$ cat config.mk
export PLATFORM = sky130hd
export DESIGN_NAME = game2048_engine
export DESIGN_NICKNAME = d
export VERILOG_FILES = /design/src/rtl/game2048_pkg.sv /design/src/rtl/game2048_line_merge.sv /design/src/rtl/game2048_engine.sv
export SDC_FILE = /design/constraint.sdc
export NUM_CORES = 1
export LEC_CHECK = 0
export ABC_CLOCK_PERIOD_IN_PS = 22400
export BUFFER_PORTS_ARGS = -buffer_cell sky130_fd_sc_hd__buf_2
export CAP_MARGIN = 40
export CORE_MARGIN = 2
export CORE_UTILIZATION = 39
export DETAILED_ROUTE_END_ITERATION = 8
export PLACE_DENSITY = 0.57
export SETUP_SLACK_MARGIN = 0.4
export SKIP_CTS_REPAIR_TIMING = 1
export SLEW_MARGIN = 10
export SYNTH_ARGS = -nofsm -noshare
export SYNTH_HDL_FRONTEND = slang
export SYNTH_SLANG_ARGS = --single-unit
$ cat constraint.sdc
create_clock -name clk -period 22.4 [get_ports clk]
set_input_delay 4.48 -clock clk [delete_from_list [all_inputs] [get_ports clk]]
set_output_delay 4.48 -clock clk [all_outputs]
set_load 0.02 [all_outputs]
$ cat src/rtl/game2048_pkg.sv
// Shared types and LFSR helper for the 2048 game core.
package game2048_pkg;

  typedef enum logic [1:0] {
    DirLeft  = 2'd0,
    DirRight = 2'd1,
    DirUp    = 2'd2,
    DirDown  = 2'd3
  } dir_t;

  typedef enum logic [2:0] {
    StIdle,
    StInit,
    StReady,
    StSlide,
    StSpawn,
    StCheck,
    StWin,
    StLose
  } state_t;

  // Fibonacci taps 16,14,13,11 as bit positions 15,13,12,10.
  localparam logic [15:0] LfsrTaps = 16'hB400;

  function automatic logic [15:0] lfsr_next(logic [15:0] cur);
    return {cur[14:0], ^(cur & LfsrTaps)};
  endfunction

endpackage

$ cat src/rtl/game2048_line_merge.sv
// Combinational compress-and-merge of one board line toward index 0,
// each tile merging at most once.
module game2048_line_merge #(
  parameter int unsigned N       = 4,
  parameter int unsigned EXP_W   = 4,
  parameter int unsigned SCORE_W = 20
) (
  input  logic [N-1:0][EXP_W-1:0] line_in,
  output logic [N-1:0][EXP_W-1:0] line_out,
  output logic                    changed,
  output logic [SCORE_W-1:0]      score_inc
);

  // One spare zero slot so the pair lookahead never runs off the end.
  logic [N:0][EXP_W-1:0] compact;
  logic [SCORE_W:0]      sum;
  logic [SCORE_W-1:0]    term;
  int unsigned           fill;
  int unsigned           pos;
  logic                  skip;

  always_comb begin
    compact   = '0;
    line_out  = '0;
    score_inc = '0;
    sum       = '0;
    term      = '0;
    fill      = 0;
    pos       = 0;
    skip      = 1'b0;

    for (int unsigned i = 0; i < N; i++) begin
      if (line_in[i] != '0) begin
        for (int unsigned k = 0; k < N; k++) begin
          if (k == fill) compact[k] = line_in[i];
        end
        fill++;
      end
    end

    for (int unsigned i = 0; i < N; i++) begin
      if (skip) begin
        skip = 1'b0;
      end else if (compact[i] != '0) begin
        if (compact[i+1] == compact[i]) begin
          for (int unsigned k = 0; k < N; k++) begin
            if (k == pos) line_out[k] = compact[i] + 1'b1;
          end
          term = (32'(compact[i]) + 32'd1 < SCORE_W) ?
                 (SCORE_W'(1) << (32'(compact[i]) + 32'd1)) : '1;
          sum       = {1'b0, score_inc} + {1'b0, term};
          score_inc = sum[SCORE_W] ? '1 : sum[SCORE_W-1:0];
          skip      = 1'b1;
        end else begin
          for (int unsigned k = 0; k < N; k++) begin
            if (k == pos) line_out[k] = compact[i];
          end
        end
        pos++;
      end
    end
  end

  assign changed = (line_out != line_in);

endmodule

$ cat src/rtl/game2048_engine.sv
// 2048 game core: board state, line-per-cycle slide, LFSR tile spawn and
// win/lose detection.
module game2048_engine
  import game2048_pkg::*;
#(
  parameter int unsigned N         = 4,
  parameter int unsigned EXP_W     = 4,
  parameter int unsigned WIN_EXP   = 11,
  parameter int unsigned SCORE_W   = 20,
  parameter logic [15:0] LFSR_SEED = 16'hACE1
) (
  input  logic                   clk,
  input  logic                   reset,
  input  logic                   start,
  input  logic                   move_valid,
  input  logic [1:0]             move_dir,
  output logic                   move_ready,
  output logic [N*N*EXP_W-1:0]   grid,
  output logic [SCORE_W-1:0]     score,
  output logic                   win,
  output logic                   lose,
  output logic                   busy
);

  localparam int unsigned NN    = N * N;
  localparam int unsigned IdxW  = $clog2(NN);
  localparam int unsigned LineW = $clog2(N);

  state_t                    state_q, state_d;
  dir_t                      dir_q, dir_d;
  logic [NN-1:0][EXP_W-1:0]  board_q, board_d;
  logic [SCORE_W-1:0]        score_q, score_d;
  logic                      win_q, win_d, lose_q, lose_d;
  logic [15:0]               lfsr_q;
  logic [LineW-1:0]          line_q, line_d;
  logic                      changed_q, changed_d;
  logic [IdxW-1:0]           spawn_pos_q, spawn_pos_d;
  logic                      spawn_first_q, spawn_first_d;
  logic                      spawn_more_q, spawn_more_d;
  logic                      init_seq_q, init_seq_d;

  logic [N-1:0][EXP_W-1:0]   line_in, merged;
  logic                      line_changed;
  logic [SCORE_W-1:0]        line_inc;
  logic [SCORE_W:0]          score_sum;
  logic [IdxW-1:0]           spawn_idx;
  logic                      any_win, any_empty, any_pair;

  // Board cell holding position k of the current line, read toward the move.
  function automatic int unsigned cell_of(dir_t d, int unsigned line, int unsigned k);
    case (d)
      DirLeft:  return line * N + k;
      DirRight: return line * N + (N - 1 - k);
      DirUp:    return k * N + line;
      default:  return (N - 1 - k) * N + line;
    endcase
  endfunction

  always_comb begin
    line_in = '0;
    for (int unsigned k = 0; k < N; k++) begin
      for (int unsigned c = 0; c < NN; c++) begin
        if (c == cell_of(dir_q, 32'(line_q), k)) line_in[k] = board_q[c];
      end
    end
  end

  game2048_line_merge #(
    .N       (N),
    .EXP_W   (EXP_W),
    .SCORE_W (SCORE_W)
  ) u_line_merge (
    .line_in   (line_in),
    .line_out  (merged),
    .changed   (line_changed),
    .score_inc (line_inc)
  );

  assign score_sum = {1'b0, score_q} + {1'b0, line_inc};
  assign spawn_idx = spawn_first_q ? IdxW'(lfsr_q % 16'(NN)) : spawn_pos_q;

  always_comb begin
    any_win   = 1'b0;
    any_empty = 1'b0;
    any_pair  = 1'b0;
    for (int unsigned c = 0; c < NN; c++) begin
      if (board_q[c] >= EXP_W'(WIN_EXP)) any_win = 1'b1;
      if (board_q[c] == '0) any_empty = 1'b1;
    end
    for (int unsigned r = 0; r < N; r++) begin
      for (int unsigned c = 0; c + 1 < N; c++) begin
        if (board_q[r*N+c] == board_q[r*N+c+1]) any_pair = 1'b1;
        if (board_q[c*N+r] == board_q[(c+1)*N+r]) any_pair = 1'b1;
      end
    end
  end

  always_comb begin
    state_d       = state_q;
    dir_d         = dir_q;
    board_d       = board_q;
    score_d       = score_q;
    win_d         = win_q;
    lose_d        = lose_q;
    line_d        = line_q;
    changed_d     = changed_q;
    spawn_pos_d   = spawn_pos_q;
    spawn_first_d = spawn_first_q;
    spawn_more_d  = spawn_more_q;
    init_seq_d    = init_seq_q;

    unique case (state_q)
      StIdle, StWin, StLose: begin
        if (start) state_d = StInit;
      end
      StReady: begin
        if (start) begin
          state_d = StInit;
        end else if (move_valid) begin
          state_d   = StSlide;
          dir_d     = dir_t'(move_dir);
          line_d    = '0;
          changed_d = 1'b0;
        end
      end
      StInit: begin
        board_d       = '0;
        score_d       = '0;
        win_d         = 1'b0;
        lose_d        = 1'b0;
        state_d       = StSpawn;
        spawn_first_d = 1'b1;
        spawn_more_d  = 1'b1;
        init_seq_d    = 1'b1;
      end
      StSlide: begin
        for (int unsigned k = 0; k < N; k++) begin
          for (int unsigned c = 0; c < NN; c++) begin
            if (c == cell_of(dir_q, 32'(line_q), k)) board_d[c] = merged[k];
          end
        end
        score_d   = score_sum[SCORE_W] ? '1 : score_sum[SCORE_W-1:0];
        changed_d = changed_q | line_changed;
        line_d    = line_q + 1'b1;
        if (line_q == LineW'(N - 1)) begin
          if (changed_d) begin
            state_d       = StSpawn;
            spawn_first_d = 1'b1;
            spawn_more_d  = 1'b0;
            init_seq_d    = 1'b0;
          end else begin
            // Unchanged board re-checks to the same verdict, so this lands in ready.
            state_d = StCheck;
          end
        end
      end
      StSpawn: begin
        spawn_first_d = 1'b0;
        spawn_pos_d   = (spawn_idx == IdxW'(NN - 1)) ? '0 : spawn_idx + 1'b1;
        if (board_q[spawn_idx] == '0) begin
          board_d[spawn_idx] = (lfsr_q[3:0] == 4'd0) ? EXP_W'(2) : EXP_W'(1);
          if (spawn_more_q) begin
            spawn_more_d  = 1'b0;
            spawn_first_d = 1'b1;
          end else begin
            state_d = init_seq_q ? StReady : StCheck;
          end
        end
      end
      StCheck: begin
        if (any_win) begin
          win_d   = 1'b1;
          state_d = StWin;
        end else if (!any_empty && !any_pair) begin
          lose_d  = 1'b1;
          state_d = StLose;
        end else begin
          state_d = StReady;
        end
      end
      default: state_d = StIdle;
    endcase
  end

  always_ff @(posedge clk or negedge reset) begin
    if (!reset) begin
      state_q       <= StIdle;
      dir_q         <= DirLeft;
      board_q       <= '0;
      score_q       <= '0;
      win_q         <= 1'b0;
      lose_q        <= 1'b0;
      lfsr_q        <= LFSR_SEED;
      line_q        <= '0;
      changed_q     <= 1'b0;
      spawn_pos_q   <= '0;
      spawn_first_q <= 1'b0;
      spawn_more_q  <= 1'b0;
      init_seq_q    <= 1'b0;
    end else begin
      state_q       <= state_d;
      dir_q         <= dir_d;
      board_q       <= board_d;
      score_q       <= score_d;
      win_q         <= win_d;
      lose_q        <= lose_d;
      lfsr_q        <= lfsr_next(lfsr_q);
      line_q        <= line_d;
      changed_q     <= changed_d;
      spawn_pos_q   <= spawn_pos_d;
      spawn_first_q <= spawn_first_d;
      spawn_more_q  <= spawn_more_d;
      init_seq_q    <= init_seq_d;
    end
  end

  assign grid       = board_q;
  assign score      = score_q;
  assign win        = win_q;
  assign lose       = lose_q;
  assign move_ready = (state_q == StReady);
  assign busy       = (state_q == StSlide) || (state_q == StSpawn) ||
                      (state_q == StCheck) || (state_q == StInit);

endmodule

---- Word level (Yosys, flattened, before mapping) ----
Cells that the tools add are included.
word-level totals
  flip-flop bits (word level) ............. 117
  output and inout bits ................... 88
  input port bits ......................... 6
cells by class
  bitwise logic cells ..................... 2
  reductions and logical operators ........ 80
  equality and inequality tests ........... 204
  muxes and demuxes ....................... 321
  $lt $le $gt $ge ......................... 22
  shift-type cells ........................ 4
  $add $sub $neg .......................... 24
operator list
  cell                   count
  $eq 4x32->1 const A    64
  $eq 3x32->1 const A    32
  $eq 2x32->1 const A    24
  $mux 4                 171
  $logic_not 32->1       14
  $eq 1x32->1 const A    12
  $mux 20                19
  $mux 32                10
  $mux 16                12
  $pmux 64 s3            1
  $shl 1x32->20 const A  4
  $eq 4x4->1             27
  $add 20x20->21         4
  $ne 5x5->1 const B     16
  $mux 1                 79
  $logic_not 4->1        19
  $add 32x1->32 const B  2
  $bwmux 64              1
  $ge 4x4->1 const B     16
  $mux 64                1
  $reduce_and 3->1       21
  $pmux 5 s3             4
  $pmux 20 s2            1
  $reduce_bool 4->1      8
  43 further kinds       95

---- Depth between registers and ports, before layout ----
Gate-level depths: netlist of run 1.
  depth after elaboration ................. 51
  depth in mapped cells ................... 92

---- By module ----
From an unflattened synthesis of run 1, not the netlist that was laid out.
unflattened totals
  cell total of the unflattened synthesis .. 2,246
  area total of the unflattened synthesis .. 16,614.7 um^2
by module, submodules not included
  module               cells an instance  instances  area each (um^2)
  game2048_engine      1,429              1          11,180.7
  game2048_line_merge  817                1          5,434.0

---- Worst setup path after synthesis of run 1 ----
OpenSTA, ideal clock, no wires.
  path type ............................... reg2reg
  from .................................... register line_q[0]
  to ...................................... register score_q[12], in the netlist score[12]
  required time ........................... 22.334 ns
  arrival time ............................ 15.629 ns
  slack ................................... 6.704 ns
  setup time .............................. 0.066 ns
  stages on the path, launching flop included .. 88
  clock period less this slack ............ 15.696 ns
  path through ............................ dfrtp_1 > buf_4 > buf_6 > buf_2 > buf_2 > buf_2 > buf_2 > nor2b_1 > o22ai_1 > a22oi_1 > o221ai_1 > a32o_1 > or4_1 > ha_1 > clkbuf_1 > nor3_1 > o211ai_2 > buf_2 > [52 not listed] > o21ai_0 > a21boi_0 > o21ai_0 > a21boi_0 > o21ai_0 > a21boi_0 > o21ai_0 > a21boi_0 > o21ai_0 > a21boi_0 > o21ai_0 > a21boi_0 > o21ai_0 > a21oi_1 > a211oi_1 > nor2_1 > clkbuf_1 > a221o_1
between the ends
  cells in the longest elaborated chain, start to end .. 51
  elaborated cells on any way between the ends .. 227
  classes of those cells .................. 16 x add/sub; 4 x order compare; 72 x eq/ne; 4 x shift; 115 x mux; 16 x reduce/logical
RTL lines
  element                                                 line                                                  text
  from (decl)                                             game2048_engine.sv:35                                 logic [LineW-1:0] line_q, line_d;
  from (signal assigned)                                  game2048_engine.sv:208                                line_q <= line_d;
  $add 4x2->5 (on tied branches)                          --
  $pmux 5 s3                                              game2048_engine.sv:51                                 case (d)
  $logic_not 32->1                                        game2048_engine.sv:63                                 if (c == cell_of(dir_q, 32'(line_q), k)) line_in[k] = board_q[c];
  $mux 4 (16 in a row)                                    game2048_engine.sv:63
  $reduce_bool 4->1                                       game2048_line_merge.sv:33                             if (line_in[i] != '0) begin
  $mux 1                                                  game2048_line_merge.sv:33
  $add 1x1->2 / $logic_not 32->1 (equally long branches)  game2048_line_merge.sv:37, game2048_line_merge.sv:35
  $mux 32 / $mux 4 (equally long branches)                game2048_line_merge.sv:33, game2048_line_merge.sv:35
  [20 not listed]                                         --
  $add 20x20->21                                          game2048_line_merge.sv:51                             sum = {1'b0, score_inc} + {1'b0, term};
  $mux 20                                                 game2048_line_merge.sv:52                             score_inc = sum[SCORE_W] ? '1 : sum[SCORE_W-1:0];
  $mux 20                                                 game2048_line_merge.sv:45                             if (compact[i+1] == compact[i]) begin
  $mux 20                                                 game2048_line_merge.sv:44                             end else if (compact[i] != '0) begin
  $mux 20 *                                               game2048_line_merge.sv:42                             if (skip) begin
  $add 20x20->21 *                                        game2048_engine.sv:79                                 assign score_sum = {1'b0, score_q} + {1'b0, line_inc};
  $mux 20 *                                               game2048_engine.sv:142                                score_d = score_sum[SCORE_W] ? '1 : score_sum[SCORE_W-1:0];
  $pmux 20 s2 *                                           game2048_engine.sv:112                                unique case (state_q)
  to (signal assigned)                                    game2048_engine.sv:204                                score_q <= score_d;
  to (decl)                                               game2048_engine.sv:32                                 logic [SCORE_W-1:0] score_q, score_d;
Mark *: on every way between the ends. The rest lies on a longest branch, timed or not.
A chain may end at the register's enable or synchronous reset.

---- Worst setup path after layout of run 1 ----
  from .................................... register dir_q[0]
  to ...................................... register score_q[19], in the netlist score[19]
between the ends
  cells in the longest elaborated chain, start to end .. 51
  elaborated cells on any way between the ends .. 224
  classes of those cells .................. 10 x add/sub; 4 x order compare; 74 x eq/ne; 4 x shift; 115 x mux; 17 x reduce/logical
RTL lines
  element                                                 line                                                  text
  from (decl)                                             game2048_engine.sv:30                                 dir_t dir_q, dir_d;
  from (signal assigned)                                  game2048_engine.sv:188                                dir_q <= DirLeft;
  from (signal assigned)                                  game2048_engine.sv:202                                dir_q <= dir_d;
  $eq 2x2->1, or another cell as far along                game2048_engine.sv:51
  $pmux 5 s3                                              game2048_engine.sv:51
  $logic_not 32->1                                        game2048_engine.sv:63
  $mux 4 (16 in a row)                                    game2048_engine.sv:63
  $reduce_bool 4->1                                       game2048_line_merge.sv:33
  $mux 1                                                  game2048_line_merge.sv:33
  $add 1x1->2 / $logic_not 32->1 (equally long branches)  game2048_line_merge.sv:37, game2048_line_merge.sv:35
  $mux 32 / $mux 4 (equally long branches)                game2048_line_merge.sv:33, game2048_line_merge.sv:35
  [20 not listed]                                         --
  $add 20x20->21                                          game2048_line_merge.sv:51
  $mux 20                                                 game2048_line_merge.sv:52
  $mux 20                                                 game2048_line_merge.sv:45
  $mux 20                                                 game2048_line_merge.sv:44
  $mux 20 *                                               game2048_line_merge.sv:42
  $add 20x20->21 *                                        game2048_engine.sv:79
  $mux 20 *                                               game2048_engine.sv:142
  $pmux 20 s2 *                                           game2048_engine.sv:112
Marks and branches as above.

==> flow_metrics.py, run 1 <==
metrics = {
    "clock_tree": {
        "clock-sinks": 117,
        "cts_tree": "built",
        "clock_path_buffers": 2,
        "clockRootBuffer": "clkbuf_16",
        "cts_buffers": 17,
        "worstSkewPairLatency_ns": 0.43,
        "clk_transition_reported_paths_ns": 0.07,
        "cts.htree.levels": 4,
    },
    "critical_path": {
        "slowest_delay_ns": 0.87,
        "reg2reg_slack_ns": 3.45,
        "critPathRequiredTime_ns": 22.70,
        "worstSetupEndpointType": "register",
        "reg2reg_from": "dir_q[0]",
        "slowest_stage": "dfrtp_4",
        "path_class": "reg2reg",
        "r2r_end": "score[19]",
        "setup.worst_path.start_class": "register",
        "arrival_ns": 19.25,
        "rr_worst_depth": 80,
        "path_max_fanout": 60,
        "path_common_cell": "a21oi_1",
    },
    "die": {
        "num_rows": 77,
        "core-area_mm2": 0.0439,
        "start_util_pct": 39.3,
        "io_pins": 94,
        "die_h_um": 215,
        "die_w_um": 215,
        "dieArea_mm2": 0.0460,
    },
    "yosys": {
        "synth_area_per_cell_um2": 7.42,
        "syn-num-nets": 2433,
        "synth_top_cell_by_area": "dfrtp_1",
        "synth_edf_count": 0,
        "synth.top_cell.area_share_pct": 15.8,
        "async_flop_share_pct": 100,
        "synthFlopType": "dfrtp_1",
        "ys_warn_count": 0,
        "yosysUniqueCellTypes": 117,
        "ys_ff_latch": 117,
        "syn_inst": 2329,
        "seq_area_frac_synth_pct": 17.0,
        "netlist_area_mm2": 0.0173,
        "yosys-top-cells-area": "dfrtp_1, ha_1, a21oi_1",
    },
    "run": {
        "cap_violations": 0,
    },
    "global_route": {
        "track_usage_pct": 35.0,
        "grt_start_max_net_pins": 88,
        "antenna_found_initial": 0,
        "first_global_vias": 18700,
        "globalRoute.totalOverflow": 0,
        "grt_pass1_wl_um": 123000,
    },
    "routing": {
        "highest_layer": "met4",
        "wl_met1_um": 34900,
        "first_pass_iters": 6,
        "viasPerCell": 6.78,
        "ant_nets": 0,
        "vias": 19800,
        "wl_per_cell_um": 28.4,
        "met3WireLength_um": 10700,
        "finalWirelength_um": 83100,
        "drt_iter0_drc": 2681,
        "wl_met2_um": 33600,
        "drc": 0,
    },
    "final_layout": {
        "mostFrequentLayoutCell": "nand2_1",
        "diodes": 0,
        "syn2layout_area_growth_pct": 9.37,
        "n_fill_cell": 4576,
        "drive_above_1_share_pct": 13.3,
        "most-common-layout-cells": "nand2_1, a21oi_1, nor2_1",
        "final_nets": 2427,
    },
    "placed_design": {
        "hpwl_um": 61400,
        "portBuffers": 93,
        "globalplace.congestion": 1.03,
    },
    "sta": {
        "hold_viol": 0,
        "finalClockSkew_ns": 0.0134,
        "period_share_pct": 84.6,
        "fmax_mhz": 52.8,
        "rsz0062_at_grt": "false",
        "timing.slew.headroom_pct": 29.5,
        "setup_violations": 0,
        "slew_violations": 0,
        "tightest_slew_ns": 1.06,
        "timing.setup.tns_ns": 0,
        "fin_crit_ns": 18.95,
    },
    "min_path": {
        "whs_path_depth": 0,
        "hp-start": "lfsr_q[9]",
        "hold_path.class": "reg2reg",
        "holdPathEnd": "lfsr_q[10]",
    },
    "status": {
        "status": "completed",
    },
}
cell type report:
cell class / instances / area [um^2] / area share [%]
multi-input cells: 1931 / 13200 / 69.8
flip-flops and latches: 117 / 2950 / 15.6
repair buffers: 169 / 1070 / 5.67
well taps: 592 / 741 / 3.92
clock buffers: 19 / 453 / 2.40
inverters: 87 / 327 / 1.73
clock inverters: 13 / 174 / 0.920
sequential cells by signal, indices dropped and copies added (netlist names):
register and flops:
lose 1, changed_q 1, state_q 3, win 1
score 20, init_seq_q 1, spawn_more_q 1, spawn_pos_q 4
spawn_first_q 1, grid 64, dir_q 2, line_q 2
lfsr_q 16
how the worst max path moves through the flow:
stage	startpoint	end	slack (ns)	cells past startpoint
floorplan	line_q[0]	score[12]	6.70	87
global placement	dir_q[0]	score[1]	4.46	80
detailed placement	dir_q[0]	score[16]	4.00	80
CTS	dir_q[0]	score[19]	3.93	80
global route	dir_q[0]	score[19]	1.68	80
finish	dir_q[0]	score[19]	3.45	80
kinds of logic after synthesis:
logic type	count (synthesis)	share of synthesized area, %
AO/OA/AOI/OAI	869	34.6
AND/OR/NAND/NOR	723	20.8
buffers and inverters	281	6.91
XOR/XNOR	173	8.92
flip-flops	117	17.0
adder cells (fa/ha/maj)	98	7.23
multiplexers	68	4.60
critical path: cells and delay by family, from the launching register on:
kind	cells	cell delay, ns
AO/OA/AOI/OAI	52	10.72
adder cells (fa/ha/maj)	8	2.57
buffers and inverters	7	1.72
flip-flops	1	0.87
AND/OR/NAND/NOR	13	2.89
synthesized netlist by cell type (18+ instances only):
cell type	instances
a221o_1	24
mux2_2	20
and2_1	19
xor2_1	79
a21o_1	43
inv_1	83
xnor2_1	92
nand2b_1	25
nor2b_1	24
o22a_1	28
dfrtp_1	109
o21ai_0	164
mux2i_1	38
nor2_1	191
o21bai_1	19
nor4_1	46
nor3_1	40
a31oi_1	18
a211oi_1	22
o221ai_1	24
clkbuf_1	123
ha_1	95
o211ai_1	22
a21oi_1	210
nand2_1	212
nand4_1	22
o22ai_1	46
a22oi_1	36
buf_2	37
nand3_1	38
layer usage:
metal	GRT usage [%]	vias up
li1	-	8663
met2	49.9	1357
met3	9.59	232
met5	0.521	-
met4	14.6	0
met1	49.2	9593
metrics by stage:
step	worst slack (ns)	std cells	instance area (um^2)	hold slack [ns]	utilization [%]
2_1_floorplan	6.70	2329	17300	0.331	-
3_3_place_gp	4.46	2887	18200	0.339	41.4
3_5_place_dp	4.00	2895	18300	0.338	41.6
4_1_cts	3.93	2927	18900	0.349	43.0
5_1_grt	1.68	2928	18900	0.358	43.0
6_report	3.45	2928	18900	0.344	43.0
Power of run 1 is left out: the tool's default activity adds up to more than one toggle a clock period on the data nets, which glitch-free logic cannot reach.
==> run 2, diff against run 1 <==
Settings changed: ABC_CLOCK_PERIOD_IN_PS 22400 to 16700, PLACE_DENSITY 0.57 to 0.59.
Clock period 22.4 ns to 16.7 ns, I/O delays scaled along.
==> run 2 against run 1 <==
Final area is 6.2% higher. Global-route usage is 0.94 points higher. Sequential share of layout area is 0.87 points lower. Critical path type unchanged. Largest cell class unchanged. Highest routed layer is now met5.
==> flow_metrics.py, run 2 (synthesis gave the netlist of run 1 again) <==
metrics = {
    "status": {
        "status": "completed",
    },
    "min_path": {
        "hold_path.class": "reg2reg",
        "hp-start": "lfsr_q[14]",
        "holdPathEnd": "lfsr_q[15]",
        "whs_path_depth": 0,
    },
    "routing": {
        "drt_iter0_drc": 3187,
        "ant_nets": 0,
        "wl_per_cell_um": 28.9,
        "finalWirelength_um": 88000,
        "first_pass_iters": 7,
        "vias": 20700,
        "drc": 0,
        "viasPerCell": 6.78,
    },
    "sta": {
        "rsz0062_at_grt": "false",
        "hold_viol": 0,
        "slew_violations": 0,
        "setup_violations": 0,
        "timing.setup.tns_ns": 0,
        "timing.slew.headroom_pct": 32.9,
        "fin_crit_ns": 15.26,
        "fmax_mhz": 65.5,
        "tightest_slew_ns": 0.988,
        "period_share_pct": 91.4,
        "finalClockSkew_ns": 0.0135,
    },
    "clock_tree": {
        "worstSkewPairLatency_ns": 0.43,
        "clock_path_buffers": 2,
        "clockRootBuffer": "clkbuf_16",
        "cts_buffers": 17,
        "cts_tree": "built",
        "clock-sinks": 117,
        "clk_transition_reported_paths_ns": 0.06,
        "cts.htree.levels": 4,
    },
    "global_route": {
        "globalRoute.totalOverflow": 0,
        "first_global_vias": 19100,
        "antenna_found_initial": 4,
        "grt_start_max_net_pins": 60,
        "track_usage_pct": 35.9,
        "grt_pass1_wl_um": 126000,
    },
    "die": {
        "die_h_um": 215,
        "io_pins": 94,
        "die_w_um": 215,
        "core-area_mm2": 0.0439,
        "num_rows": 77,
        "dieArea_mm2": 0.0460,
        "start_util_pct": 39.3,
    },
    "final_layout": {
        "drive_above_1_share_pct": 18.9,
        "syn2layout_area_growth_pct": 16.2,
        "fin_cells": 3049,
        "final_nets": 2546,
        "mostFrequentLayoutCell": "nand2_1",
        "most-common-layout-cells": "nand2_1, a21oi_1, nor2_1",
        "n_fill_cell": 4459,
        "largest_register_ffs": 64,
    },
    "critical_path": {
        "worstSetupEndpointType": "register",
        "critPathLaunch": "line_q[1]",
        "reg2reg_from": "line_q[1]",
        "critPathRequiredTime_ns": 17.01,
        "setup.worst_path.start_class": "register",
        "rr_worst_depth": 77,
        "slowest_delay_ns": 0.57,
        "path_class": "reg2reg",
        "reg2reg_slack_ns": 1.44,
        "path_common_cell": "a21oi_1",
        "path_max_fanout": 20,
        "r2r_end": "score[19]",
        "arrival_ns": 15.56,
        "slowest_stage": "dfrtp_4",
    },
    "placed_design": {
        "dp_cells": 2991,
        "hpwl_um": 64500,
        "globalplace.congestion": 1.09,
        "portBuffers": 93,
    },
    "run": {
        "cap_violations": 0,
    },
}
## run 2: cell count changes in the layout (fill, tap and decap cells not counted), moves of 4 or more
cell      delta
buf_4      +107
a21oi_1      -8
a21oi_2      +8
o21ai_0      -8
o21ai_1      +6
inv_6        +5
clkinv_4     -4
## run 2: final cells by class
| class | instances | area (um^2) | area share [%] |
|---|---|---|---|
| antenna | 2 | 5.00 | 0.0249 |
| clock inverter | 15 | 168 | 0.835 |
| timing repair buffer | 288 | 2060 | 10.3 |
| clock buffer | 17 | 425 | 2.12 |
| tap | 592 | 741 | 3.69 |
| inverter | 87 | 330 | 1.65 |
| sequential | 117 | 2950 | 14.7 |
| multi-input combinational | 1931 | 13400 | 66.7 |
## run 2: worst max-delay path: cells and delay by family, from the launching register on
kind	cells	cell delay (ns)
buf+inv	4	0.81
simple gates	10	1.70
xor+xnor	1	0.16
compound gates	55	9.87
fa+ha+maj	7	1.99
flops	1	0.57
## run 2: worst max-delay path by stage
stage | end | cells past startpoint
after floorplan | score[12] | 87
after global placement | score[0] | 74
after detailed placement | score[8] | 82
after CTS | score[8] | 81
after global routing | score[19] | 80
final | score[19] | 77
## run 2: per-layer routing
| metal | wire [um] | vias to the layer above | GRT usage (%) |
|---|---|---|---|
| met1 | 35900 | 9938 | 49.8 |
| met2 | 35400 | 1533 | 51.1 |
| met4 | 4010 | 6 | 13.2 |
| li1 | - | 8909 | - |
| met3 | 12700 | 276 | 12.1 |
| met5 | 35 | - | 0.521 |
## run 2: per-stage QoR
| stage | hold WS, ns | utilization [%] | instance area [um^2] | setup WS (ns) |
|---|---|---|---|---|
| after floorplan | 0.331 | - | 17300 | 1.00 |
| after global placement | 0.335 | 43.1 | 18900 | 0.419 |
| after detailed placement | 0.338 | 43.3 | 19000 | 0.332 |
| after CTS | 0.358 | 44.7 | 19600 | 0.258 |
| after global routing | 0.359 | 45.7 | 20100 | 0.210 |
| final | 0.355 | 45.7 | 20100 | 1.44 |
Power of run 2 is left out for the same reason.
